`config.mk`:
```
export PLATFORM = sky130hd
export DESIGN_NAME = muldiv_unit
export DESIGN_NICKNAME = d
export VERILOG_FILES = /design/src/rtl/muldiv_unit_pkg.sv /design/src/rtl/muldiv_unit_step.sv /design/src/rtl/muldiv_unit.sv
export SDC_FILE = /design/constraint.sdc
export NUM_CORES = 1
export LEC_CHECK = 0
export BUFFER_PORTS_ARGS = -buffer_cell sky130_fd_sc_hd__buf_2
export CORE_ASPECT_RATIO = 1.1
export CORE_UTILIZATION = 40
export CTS_CLUSTER_DIAMETER = 50
export DETAILED_ROUTE_END_ITERATION = 8
export MAX_ROUTING_LAYER = met4
export SYNTH_ARGS = -nofsm -noshare
export SYNTH_HDL_FRONTEND = slang
export SYNTH_HIERARCHICAL = 1
export SYNTH_SLANG_ARGS = --single-unit
export TNS_END_PERCENT = 20
```
`constraint.sdc`:
```
create_clock -name clk_i -period 3.8 [get_ports clk_i]
set_input_delay 0.38 -clock clk_i [delete_from_list [all_inputs] [get_ports clk_i]]
set_output_delay 0.38 -clock clk_i [all_outputs]
set_load 0.03 [all_outputs]
```
`src/rtl/muldiv_unit_pkg.sv`:
```
// Shared types for the iterative multiply/divide unit.
// Latency: n/a (types only).
// Backpressure: n/a.
// Contents: muldiv_op_e (RV32M/RV64M op encodings 0-7), muldiv_state_e (FSM states).
package ceres_param;

  typedef enum logic [2:0] {
    MUL    = 3'd0,
    MULH   = 3'd1,
    MULHSU = 3'd2,
    MULHU  = 3'd3,
    DIV    = 3'd4,
    DIVU   = 3'd5,
    REM    = 3'd6,
    REMU   = 3'd7
  } muldiv_op_e;

  typedef enum logic [2:0] {
    ST_IDLE  = 3'd0,
    ST_MUL   = 3'd1,
    ST_DIV   = 3'd2,
    ST_FIXUP = 3'd3,
    ST_DONE  = 3'd4
  } muldiv_state_e;

  // Ops 4..7 are the divide family.
  function automatic logic op_is_div(input muldiv_op_e op);
    return op[2];
  endfunction

endpackage

```
`src/rtl/muldiv_unit_step.sv`:
```
// One iteration of BPC radix-2 steps: shift-add multiply or restoring divide.
// Latency: purely combinational.
// Backpressure: none; the caller decides when to register the result.
// Ports: hi_i/hi_o  upper product half or XLEN+1 bit partial remainder
//        lo_i/lo_o  multiplier bits (shifted out LSB first) or dividend/quotient
//        opnd_i     multiplicand or divisor magnitude
module muldiv_step #(
  parameter int XLEN   = 32,
  parameter int BPC    = 1,
  parameter bit IS_DIV = 1'b0
) (
  input  logic [XLEN:0]   hi_i,
  input  logic [XLEN-1:0] lo_i,
  input  logic [XLEN-1:0] opnd_i,
  output logic [XLEN:0]   hi_o,
  output logic [XLEN-1:0] lo_o
);

  if (IS_DIV) begin : g_div
    logic [XLEN:0]   rem;
    logic [XLEN-1:0] quo;
    logic [XLEN+1:0] shifted;
    logic [XLEN:0]   diff;
    logic            fits;

    // Dividend bits leave quo at the MSB while quotient bits enter at the LSB.
    always_comb begin
      rem     = hi_i;
      quo     = lo_i;
      shifted = '0;
      diff    = '0;
      fits    = 1'b0;
      for (int k = 0; k < BPC; k++) begin
        shifted = {rem, quo[XLEN-1]};
        fits    = (shifted >= {2'b00, opnd_i});
        // Only taken when fits, so the true difference is below the divisor.
        diff    = shifted[XLEN:0] - {1'b0, opnd_i};
        rem     = fits ? diff : shifted[XLEN:0];
        quo     = {quo[XLEN-2:0], fits};
      end
    end

    assign hi_o = rem;
    assign lo_o = quo;
  end else begin : g_mul
    logic [XLEN:0]   acc;
    logic [XLEN-1:0] mlt;
    logic [XLEN-1:0] addend;
    logic [XLEN+1:0] sum;

    // Right-shifting product: the carry lands in acc, the sum LSB drops into lo.
    always_comb begin
      acc    = hi_i;
      mlt    = lo_i;
      addend = '0;
      sum    = '0;
      for (int k = 0; k < BPC; k++) begin
        addend = mlt[0] ? opnd_i : '0;
        sum    = {1'b0, acc} + {2'b00, addend};
        acc    = sum[XLEN+1:1];
        mlt    = {sum[0], mlt[XLEN-1:1]};
      end
    end

    assign hi_o = acc;
    assign lo_o = mlt;
  end

endmodule

```
`src/rtl/muldiv_unit.sv`:
```
// Iterative RV32M/RV64M multiply/divide unit with start/done handshake and flush abort.
// Latency: XLEN/MUL_BPC+2 or XLEN/DIV_BPC+2 cycles start to done (1 for early-out cases).
// Backpressure: stall_o holds the pipeline from accepted start until the DONE cycle.
// Ports: clk_i, rst_ni (async active-low), flush_i, start_i, op_i, a_i, b_i in;
//        busy_o, done_o (1-cycle pulse), result_o (held), stall_o (combinational) out.
// Option: MULDIV_EARLY_OUT_EN sends divide-by-zero, signed overflow and zero-operand
//         multiplies from IDLE straight to DONE.
module muldiv_unit
  import ceres_param::*;
#(
  parameter int XLEN    = 32,
  parameter int MUL_BPC = 1,
  parameter int DIV_BPC = 1
) (
  input  logic            clk_i,
  input  logic            rst_ni,
  input  logic            flush_i,
  input  logic            start_i,
  input  muldiv_op_e      op_i,
  input  logic [XLEN-1:0] a_i,
  input  logic [XLEN-1:0] b_i,
  output logic            busy_o,
  output logic            done_o,
  output logic [XLEN-1:0] result_o,
  output logic            stall_o
);

  localparam int              CW      = $clog2(XLEN + 1);
  localparam logic [CW-1:0]   MUL_CNT = CW'(XLEN / MUL_BPC);
  localparam logic [CW-1:0]   DIV_CNT = CW'(XLEN / DIV_BPC);

  muldiv_state_e   state, state_nx;
  logic [CW-1:0]   cnt;
  muldiv_op_e      op_q;
  logic [XLEN:0]   hi_q;
  logic [XLEN-1:0] lo_q;
  logic [XLEN-1:0] opnd_q;
  logic            neg_res;
  logic            neg_rem;
  logic [XLEN-1:0] result_q;

  // Operand conditioning for the incoming request.
  logic            is_div_op, a_signed, b_signed, a_neg, b_neg, b_zero;
  logic [XLEN-1:0] a_mag, b_mag;
  logic            early;
  logic [XLEN-1:0] early_res;

  always_comb begin
    is_div_op = op_is_div(op_i);
    a_signed  = (op_i == MULH) || (op_i == MULHSU) || (op_i == DIV) || (op_i == REM);
    b_signed  = (op_i == MULH) || (op_i == DIV) || (op_i == REM);
    a_neg     = a_signed && a_i[XLEN-1];
    b_neg     = b_signed && b_i[XLEN-1];
    a_mag     = a_neg ? (~a_i + 1'b1) : a_i;
    b_mag     = b_neg ? (~b_i + 1'b1) : b_i;
    b_zero    = (b_i == '0);
  end

`ifdef MULDIV_EARLY_OUT_EN
  always_comb begin
    early     = 1'b0;
    early_res = '0;
    if (is_div_op) begin
      if (b_zero) begin
        early     = 1'b1;
        early_res = ((op_i == DIV) || (op_i == DIVU)) ? '1 : a_i;
      end else if (((op_i == DIV) || (op_i == REM)) &&
                   (a_i == {1'b1, {(XLEN-1){1'b0}}}) && (b_i == '1)) begin
        early     = 1'b1;
        early_res = (op_i == DIV) ? a_i : '0;
      end
    end else if ((a_i == '0) || b_zero) begin
      early     = 1'b1;
      early_res = '0;
    end
  end
`else
  assign early     = 1'b0;
  assign early_res = '0;
`endif

  // Iteration datapaths.
  logic [XLEN:0]   mul_hi, div_hi;
  logic [XLEN-1:0] mul_lo, div_lo;

  muldiv_step #(.XLEN(XLEN), .BPC(MUL_BPC), .IS_DIV(1'b0)) u_mul_step (
    .hi_i   (hi_q),
    .lo_i   (lo_q),
    .opnd_i (opnd_q),
    .hi_o   (mul_hi),
    .lo_o   (mul_lo)
  );

  muldiv_step #(.XLEN(XLEN), .BPC(DIV_BPC), .IS_DIV(1'b1)) u_div_step (
    .hi_i   (hi_q),
    .lo_i   (lo_q),
    .opnd_i (opnd_q),
    .hi_o   (div_hi),
    .lo_o   (div_lo)
  );

  // Sign fix-up and result selection from the finished iteration registers.
  logic [2*XLEN-1:0] prod, prod_fix;
  logic [XLEN-1:0]   quot_fix, rem_fix, fix_res;

  always_comb begin
    prod     = {hi_q[XLEN-1:0], lo_q};
    prod_fix = neg_res ? (~prod + 1'b1) : prod;
    quot_fix = neg_res ? (~lo_q + 1'b1) : lo_q;
    rem_fix  = neg_rem ? (~hi_q[XLEN-1:0] + 1'b1) : hi_q[XLEN-1:0];
    fix_res  = '0;
    case (op_q)
      MUL:                   fix_res = prod_fix[XLEN-1:0];
      MULH, MULHSU, MULHU:   fix_res = prod_fix[2*XLEN-1:XLEN];
      DIV, DIVU:             fix_res = quot_fix;
      REM, REMU:             fix_res = rem_fix;
      default:               fix_res = '0;
    endcase
  end

  // FSM next state and outputs.
  always_comb begin
    state_nx = state;
    busy_o   = (state != ST_IDLE);
    done_o   = (state == ST_DONE);
    stall_o  = (start_i && (state == ST_IDLE)) ||
               (state == ST_MUL) || (state == ST_DIV) || (state == ST_FIXUP);
    case (state)
      ST_IDLE:
        if (start_i) begin
          if (early)          state_nx = ST_DONE;
          else if (is_div_op) state_nx = ST_DIV;
          else                state_nx = ST_MUL;
        end
      ST_MUL, ST_DIV:
        if (cnt == CW'(1)) state_nx = ST_FIXUP;
      ST_FIXUP: state_nx = ST_DONE;
      ST_DONE:  state_nx = ST_IDLE;
      default:  state_nx = ST_IDLE;
    endcase
    // An abort always wins, including over a start arriving in IDLE.
    if (flush_i) state_nx = ST_IDLE;
  end

  always_ff @(posedge clk_i or negedge rst_ni) begin
    if (!rst_ni) begin
      state    <= ST_IDLE;
      cnt      <= '0;
      op_q     <= MUL;
      hi_q     <= '0;
      lo_q     <= '0;
      opnd_q   <= '0;
      neg_res  <= 1'b0;
      neg_rem  <= 1'b0;
      result_q <= '0;
    end else begin
      state <= state_nx;
      if (flush_i) begin
        cnt <= '0;
      end else begin
        case (state)
          ST_IDLE:
            if (start_i) begin
              op_q <= op_i;
              hi_q <= '0;
              if (is_div_op) begin
                lo_q    <= a_mag;
                opnd_q  <= b_mag;
                cnt     <= DIV_CNT;
                // A zero divisor must leave the all-ones quotient unsigned.
                neg_res <= (a_neg ^ b_neg) && !b_zero;
                neg_rem <= a_neg;
              end else begin
                lo_q    <= b_mag;
                opnd_q  <= a_mag;
                cnt     <= MUL_CNT;
                neg_res <= a_neg ^ b_neg;
                neg_rem <= 1'b0;
              end
              if (early) result_q <= early_res;
            end
          ST_MUL: begin
            hi_q <= mul_hi;
            lo_q <= mul_lo;
            cnt  <= cnt - CW'(1);
          end
          ST_DIV: begin
            hi_q <= div_hi;
            lo_q <= div_lo;
            cnt  <= cnt - CW'(1);
          end
          ST_FIXUP: result_q <= fix_res;
          default: ;
        endcase
      end
    end
  end

  assign result_o = result_q;

endmodule

```
# [After elaboration in Yosys (flattened, before gate mapping)]
# Index checks and enable logic that the tools add are counted.
[totals] reg_bits=143 latch_bits=0 ram_bits=0 rom_bits=0 in_bits=71 output_inout_bits=35 n_memories=0
[op_classes] addsub=8 mul=0 div_mod_pow=0 n_lt_le_gt_ge=1 n_eq_ne=19 shifts=0 muxes=24 bitwise_logic=7 n_reduce_logical=28
[op_table] cell="32-bit two-way mux" count=8
[op_table] cell="32-bit by 1-bit adder with 32-bit output, second input constant" count=4
[op_table] cell="32-bit inverter" count=4
[op_table] cell="32-bit case mux with 4 select lines" count=1
[op_table] cell="33-bit case mux with 3 select lines" count=1
[op_table] cell="32-bit case mux with 3 select lines" count=1
[op_table] cell="33-bit two-way mux" count=2
[op_table] cell="64-bit by 1-bit adder with 64-bit output, second input constant" count=1
[op_table] cell="64-bit two-way mux" count=1
[op_table] cell="64-bit inverter" count=1
[op_table] cell="33-bit by 32-bit adder with 34-bit output" count=1
[op_table] cell="34-bit by 32-bit greater-or-equal comparator with 1-bit output" count=1
[op_table] cell="33-bit by 32-bit subtractor with 33-bit output" count=1
[op_table] cell="32-bit zero test" count=1
[op_table] cell="3-bit == test, second input constant" count=7
[op_table] cell="3-bit by 2-bit == test with 1-bit output, second input constant" count=5
[op_table] cell="6-bit two-way mux" count=2
[op_table] cell="6-bit case mux with 2 select lines" count=1
[op_table] cell="3-bit by 1-bit == test with 1-bit output, second input constant" count=3
[op_table] cell="3-bit two-way mux" count=3
[op_table] cell="3-bit case mux with 3 select lines" count=1
[op_table] cell="3-bit nonzero test" count=3
[op_table] cell="1-bit logical OR" count=8
[op_table] cell="6-bit by 1-bit == test with 1-bit output, second input constant" count=1
[op_table] cell="other kinds (15)" count=25

# [Longest topological paths before layout]
# Gate-level depths: netlist (run 1).
[depth] depth_word=9 mapped_depth=16 depth_no_buf=15

# [Cells and area by module]
# The synthesis (run 1) kept the hierarchy.
[modules_own_cells] module="muldiv_unit" n_inst=1 cells_each=1326 area_each_um2=10562.6
[modules_own_cells] module="muldiv_step (u_div_step)" n_inst=1 cells_each=378 area_each_um2=2431.1
[modules_own_cells] module="muldiv_step (u_mul_step)" n_inst=1 cells_each=327 area_each_um2=2249.7

# [Least setup slack after synthesis (run 1)]
# OpenSTA, ideal clock, no wires.
[synth_path] kind="register to register" from="register lo_q[31]" to="register hi_q[32]" t_arrival_ns=3.018 required_time_ns=3.664 slack_ns=0.646 path_stages_with_launch=15 n_path_buf=0 period_less_slack_ns=3.154 cell_sequence="dfrtp_1 > inv_1 > ha_1 > inv_1 > fa_1 > a211oi_2 > o211a_1 > nor2_1 > a21o_1 > a311o_1 > a311oi_2 > o21ai_1 > mux2_1 > a22oi_1 > o21ai_0"
[synth_via] elab_chain_cells=3 elab_cells_between_ends=4 classes_between="add/sub: 1; order compare: 1; mux: 2"
[synth_lines] element="start: declaration" line_no="muldiv_unit.sv:36" text="logic [XLEN-1:0] lo_q;"
[synth_lines] element="start signal: assignment" line_no="muldiv_unit.sv:167" text="lo_q <= a_mag;"
[synth_lines] element="start signal: assignment" line_no="muldiv_unit.sv:174" text="lo_q <= b_mag;"
[synth_lines] element="start signal: assignment" line_no="muldiv_unit.sv:184" text="lo_q <= mul_lo;"
[synth_lines] element="33-bit by 32-bit subtractor with 33-bit output or 34-bit by 32-bit greater-or-equal comparator with 1-bit output (tied branches)" line_no="muldiv_unit_step.sv:37, muldiv_unit_step.sv:35"
[synth_lines] element="33-bit two-way mux (*)" line_no="muldiv_unit_step.sv:38" text="rem = fits ? diff : shifted[XLEN:0];"
[synth_lines] element="via div_hi[32]" line_no="muldiv_unit.sv:83" text="logic [XLEN:0] mul_hi, div_hi;"
[synth_lines] element="33-bit case mux with 3 select lines (*)" line_no="muldiv_unit.sv:161" text="case (state)"
[synth_lines] element="end signal: assignment" line_no="muldiv_unit.sv:183" text="hi_q <= mul_hi;"
[synth_lines] element="end signal: assignment" line_no="muldiv_unit.sv:188" text="hi_q <= div_hi;"
[synth_lines] element="end: declaration" line_no="muldiv_unit.sv:35" text="logic [XLEN:0] hi_q;"
# Mark *: on every way through the listed nets, which the timed path passes. The rest lies on a longest branch.
# A chain may end at the register's enable or synchronous reset.

# [Worst setup path after layout (run 1)]
# Ends and elaborated chain as after synthesis.

==> results.cfg, run 1 <==
[status]
status = completed

[worst_setup_path]
critPathCaptureType = flop
crit_arrival_ns = 3.81
crit_path_frequent_cell = inv_1
cpPeakStageDelay_ns = 0.45
worst-setup-path-type = reg -> reg
path_cells = inv_1, ha_1, inv_1, fa_1, a211oi_2, o211a_1, nor2_1, a21o_1, a311o_1, a311oi_2, o21ai_1, mux2_1, a22oi_1, o21ai_0
cp-start-kind = flop
cp_max_fo = 4
rrSetupSlack_ns = 0.29
crit_slowest_cell = fa_1
critPathRequiredTime_ns = 4.10

[cells_and_area]
nNetsFinal = 2200
syn2layout_area_growth_pct = 9.90
final_layout_size_suffix_gt1_frac = 0.135

[drt]
antenna_left = 0
dr.pass1.iters = 7
num_vias = 15925
routedWlPerCell_um = 22.7
drt-total-wl_um = 58300
avgViaCountPerCell = 6.21
first_iter_violations = 1715
drc = 0

[synthesis]
synth_ff_type = dfrtp_1
syn-instance-count = 2031
synthArstFlopShare = 1.00
syn_nets = 2174
synth_top_area_cell = dfrtp_1
yosysMostFrequentCell = nand2_1
netlist_top_cells_count = nand2_1 (228), a21oi_1 (176), nor2_1 (163)
synth_area_per_cell_um2 = 7.51
synth_cell_types = 100
synth_top_area_frac = 0.235
synth_seq_area_share = 0.235
ys_ff_latch = 143
synth_area_mm2 = 0.0152
yosysWarnings = 6
synth_edf_count = 0
synth_area_leaders = dfrtp_1 (23%), a21oi_1 (5.8%), ha_1 (5.7%)

[job]
maxCapViolations = 0

[power_and_ir_drop]
ir_drop_mv = 0.542
leakagePower_nw = 7.12
p_total_w = 0.0164
pwr_density_cell_mw_per_mm2 = 980

[sta]
maxSlewHeadroom = 0.277
setup_viol = 0
tightest_slew_ns = 1.08
rsz0062_at_grt = false
period_needed_ns = 3.51
tns_ns = 0
skew_ns = 0.0177
fmax_ghz = 0.285
finalHoldViolations = 0
period_share = 0.923
slew_violations = 0

[clock_network]
cts_made_buffers = 17
cts.sinks = 143
clock_latency_ns = 0.46
post_cts_resized = 0
cts_tree = done
ctsHoldBuffers = 1
root_buffer = clkbuf_16
cts_setup_buffers = 0
path_clk_slew_ns = 0.07
cts_max_level = 4
clk_path_buf_depth = 2

[grt]
grt_pass1_vias = 15132
grt_start_max_net_pins = 67
track_usage = 0.308
antenna_found_initial = 0
grt_pass1_wl_um = 89600
overflow = 0

[floorplan]
dieArea_mm2 = 0.0389
core_mm2 = 0.0373
start_util = 0.409
ios = 106
die_y_um = 207
num_rows = 74
die_w_um = 188

[placement]
port_buffers = 105
dpl.hpwl_um = 45300
gp_congestion = 0.998

[min_path]
hold_path.class = in -> reg
[critical path, delay by kind of cell, from the launching register on]
family,cells,cell delay [ns]
AO/OA/AOI/OAI,8,1.80
adder cells (fa/ha/maj),2,0.62
flip-flops,1,0.38
multiplexers,1,0.33
buffers and inverters,2,0.13
AND/OR/NAND/NOR,1,0.10
[cells by family (layout without fill, tap and decap cells)]
family | count (synthesis) | in the layout | synth area share
other | 0 | 1 | 0
AND/OR/NAND/NOR | 671 | 671 | 0.213
adder cells (fa/ha/maj) | 72 | 72 | 0.0601
XOR/XNOR | 167 | 167 | 0.0960
AO/OA/AOI/OAI | 690 | 690 | 0.300
flip-flops | 143 | 143 | 0.235
buffers and inverters | 268 | 306 | 0.0829
multiplexers | 20 | 20 | 0.0137
[stage by stage]
step	setup slack, ns	area [µm²]	cells	util	hold slack (ns)
after floorplan	0.646	15200	2031	-	0.0844
after global placement	0.392	16200	2531	0.433	0.369
after detailed placement	0.344	16200	2531	0.433	0.373
after CTS	0.328	16700	2563	0.449	0.177
after global routing	0.0911	16700	2563	0.449	0.198
final	0.293	16800	2564	0.449	0.203
[worst paths after layout]
kind | startpoint | end | depth (start not counted)
hold reg to reg | result_o[7]$_DFFE_PN0P_ | result_o[7]$_DFFE_PN0P_ | 2
hold / removal | flush_i | cnt[5]$_DFFE_PN0P_ | 2
max in group asynchronous | rst_ni | hi_q[28]$_DFFE_PN0P_ | 3
min in group asynchronous | rst_ni | result_o[15]$_DFFE_PN0P_ | 2
setup reg to reg | lo_q[31]$_DFFE_PN0P_ | hi_q[32]$_DFFE_PN0P_ | 14
setup / recovery | lo_q[31]$_DFFE_PN0P_ | hi_q[32]$_DFFE_PN0P_ | 14
[cell usage in the layout, fill, tap and decap left out, types with 11 or more instances in the layout]
| cell | count |
|---|---|
| nand3_1 | 44 |
| and2_1 | 42 |
| nor4_1 | 24 |
| a21o_1 | 27 |
| ha_1 | 70 |
| o22ai_1 | 15 |
| a211oi_1 | 14 |
| o31ai_1 | 28 |
| a31oi_1 | 22 |
| inv_1 | 77 |
| o21ai_1 | 19 |
| dfrtp_1 | 142 |
| buf_4 | 87 |
| nor3_1 | 37 |
| xnor2_1 | 96 |
| o21a_1 | 14 |
| nand2_1 | 228 |
| clkbuf_16 | 17 |
| a221oi_1 | 18 |
| o21ai_0 | 161 |
| nor2_1 | 162 |
| o211ai_1 | 11 |
| xor2_1 | 71 |
| nand4_1 | 19 |
| or2_2 | 12 |
| a21oi_1 | 176 |
| a22oi_1 | 42 |
| o41ai_1 | 14 |
| or3_1 | 20 |
| buf_2 | 104 |
| o221ai_1 | 30 |
| mux2i_1 | 13 |
| nand2b_1 | 16 |
| or4_1 | 15 |
[registers in the layout (all words and copies together), names as in the netlist]
name / flops
hi_q: 33
lo_q: 32
neg_res: 1
state: 3
result_o: 32
neg_rem: 1
op_q: 3
opnd_q: 32
cnt: 6
[where the power goes]
group	internal, W	leakage, nW	switching, W
Clock	0.000983	0.276	0.000743
Sequential	0.00221	1.79	0.000818
Combinational	0.00414	5.05	0.00752
[layer usage]
metal	part of all wire	track usage	wire, µm	vias up
met4	0.050	0.154	2930	0
met1	0.41	0.374	23700	7574
li1	-	-	-	7412
met2	0.47	0.500	27200	790
met3	0.076	0.0472	4450	149
met5	0	-	0	-
[layout make-up]
cell class	instances	area [µm²]
diodes	1	2.50
clock buffers	19	443
clock inverters	12	136
fillers	3804	20600
inverters	79	297
multi-input cells	1620	10400
flip-flops and latches	143	3580
well taps	494	618
repair buffers	196	1250
Note: power is estimated with default switching activity, not from simulation.
==> run 2, diff against run 1 <==
Settings changed: SYNTH_HIERARCHICAL 1 to not set.
==> run 2 against run 1 <==
Compared with the run above: via count is 6.9% lower; worst hold slack worse by 0.20 ns; die area decreased by 8.0%; clock skew about the same; critical path type unchanged; sequential power shrank 18%; highest routed layer unchanged; global-route usage increased by 0.78 points.
==> results.cfg, run 2 <==
[status]
status = completed

[sta]
rsz0062_at_grt = true
setup_viol = 0
fmax_ghz = 0.269
maxSlewHeadroom = 0.146
slew_violations = 0
finalHoldViolations = 0
period_needed_ns = 3.71
tightest_slew_ns = 1.28
tns_ns = 0
period_share = 0.977
skew_ns = 0.0172

[worst_setup_path]
worst-setup-path-type = reg -> reg
rrSetupSlack_ns = 0.09
critPathRequiredTime_ns = 4.12
cp-start-kind = flop
crit_path_frequent_cell = a21oi_1
crit_arrival_ns = 4.04
cp_top_family = compound AO/OA/AOI/OAI gates
r2r_cells = 14
rr_startpoint = lo_q[0]$_DFFE_PN0P_
crit_slowest_cell = dfrtp_1
path_cells = inv_1, buf_4, nor2_1, ha_1, a21oi_1, o21ai_0, o31ai_1, nand2_1, a22o_1, a211o_1, a21o_1, a21oi_1, mux2i_1, o211ai_1
path_buf_inv = 2
critPathCaptureType = flop
cpPeakStageDelay_ns = 0.40
r2r-end = hi_q[31]$_DFFE_PN0P_
cp_max_fo = 19

[floorplan]
start_util = 0.408
ios = 106
dieArea_mm2 = 0.0358
num_rows = 71
die_y_um = 198
core_mm2 = 0.0344
die_w_um = 180

[grt]
grt_start_max_net_pins = 97
grt_pass1_wl_um = 83200
overflow = 0
grt_pass1_vias = 13820
antenna_found_initial = 0
track_usage = 0.316

[synthesis]
synth_seq_area_share = 0.255
ys_ff_latch = 143
synth_top_area_frac = 0.255
synth_edf_count = 0
yosysMostFrequentCell = nand2_1
synth_top_area_cell = dfrtp_1
yosysWarnings = 0
synth_area_leaders = dfrtp_1 (26%), o21ai_0 (6.4%), xnor2_1 (6.4%)
synthArstFlopShare = 1.00
synth_cell_types = 68
synth_ff_type = dfrtp_1
syn_nets = 2016
synth_area_per_cell_um2 = 7.48
netlist_top_cells_count = nand2_1 (203), nor2_1 (196), o21ai_0 (180)
syn-instance-count = 1873
synth_area_mm2 = 0.0140

[clock_network]
clk_path_buf_depth = 2
clock_latency_ns = 0.46
root_buffer = clkbuf_16
cts.sinks = 143
cts_tree = done
path_clk_slew_ns = 0.07
cts_setup_buffers = 0
cts_max_level = 4
cts_made_buffers = 17

[cells_and_area]
final_common_cell = nand2_1
top_register = hi_q
finalNonFillerCells = 2426
ff_latch_area_mm2 = 0.00358
nNetsFinal = 2118
largest_reg_flops = 33
final_layout_size_suffix_gt1_frac = 0.143
final_core_util = 0.467
final_cell_mix = nand2_1 (201), nor2_1 (194), o21ai_0 (180)
n_antenna_cell = 0
syn2layout_area_growth_pct = 14.5
multi_input_area_mm2 = 0.00975
fill_cells = 3454

[placement]
dp.cells = 2393
port_buffers = 105
dpl.hpwl_um = 43000
gp_congestion = 0.998

[drt]
num_vias = 14830
routedWlPerCell_um = 22.6
dr.pass1.iters = 6
drt-total-wl_um = 54900
antenna_left = 0
first_iter_violations = 1468
avgViaCountPerCell = 6.11
drc = 0

[power_and_ir_drop]
p_total_w = 0.0114
ir_drop_mv = 0.406
leakagePower_nw = 6.91
pwr_density_cell_mw_per_mm2 = 709

[job]
maxCapViolations = 0

[min_path]
hold_path.class = in -> async
## run 2: where the power goes
group          switching (W)  leakage (nW)  internal, W
clock network       0.000795         0.278     0.000924
logic                0.00445          4.83      0.00274
registers           0.000495          1.80      0.00198
total                0.00574          6.91      0.00564
## run 2: cell families after synthesis
kind of cell    after synthesis  share of synthesized area
simple gates                609                      0.199
mux                          31                     0.0234
fa+ha+maj                    72                     0.0653
compound gates              636                      0.287
buf+inv                     195                     0.0533
flops                       143                      0.255
xor+xnor                    187                      0.117
## run 2: repair_timing
action / in CTS / in global routing
endpoints found under the setup margin: 0 / 12
hold buffers: 0 / 0
hold endpoints to repair: 0 / 0
gates resized for setup: 0 / 6
## run 2: worst max path at each step
stage          slack [ns]           startpoint  depth (start not counted)                   end
6_report             0.09  lo_q[0]$_DFFE_PN0P_                         14  hi_q[31]$_DFFE_PN0P_
2_1_floorplan        0.37  lo_q[0]$_DFFE_PN0P_                         14  hi_q[32]$_DFFE_PN0P_
5_1_grt              -0.1  lo_q[0]$_DFFE_PN0P_                         14  hi_q[31]$_DFFE_PN0P_
3_3_place_gp         0.18  hi_q[5]$_DFFE_PN0P_                         10  hi_q[30]$_DFFE_PN0P_
3_5_place_dp         0.15  lo_q[0]$_DFFE_PN0P_                         14  hi_q[31]$_DFFE_PN0P_
4_1_cts              0.12  lo_q[0]$_DFFE_PN0P_                         14  hi_q[31]$_DFFE_PN0P_
## run 2: metrics by stage
step                      hold WS, ns  area, µm²  setup slack, ns
after CTS                      0.0484      16000            0.118
after global routing           0.0687      16000          -0.0997
final                         0.00606      16000           0.0865
after floorplan                0.0844      14000            0.368
after detailed placement        0.463      15400            0.150
after global placement          0.459      15400            0.185
## run 2: area by class of cell
type,count,area share
flip-flops and latches,143,0.223
clock buffers,18,0.0267
repair buffers,209,0.0833
multi-input cells,1536,0.608
inverters,68,0.0159
well taps,438,0.0341
clock inverters,14,0.00904
## run 2: routing by layer
metal,GRT usage,vias to the layer above,wire length [µm]
met4,0.151,0,2740
met2,0.495,623,24500
met3,0.0430,111,3500
li1,-,6986,-
met5,-,-,0
met1,0.403,7110,24100
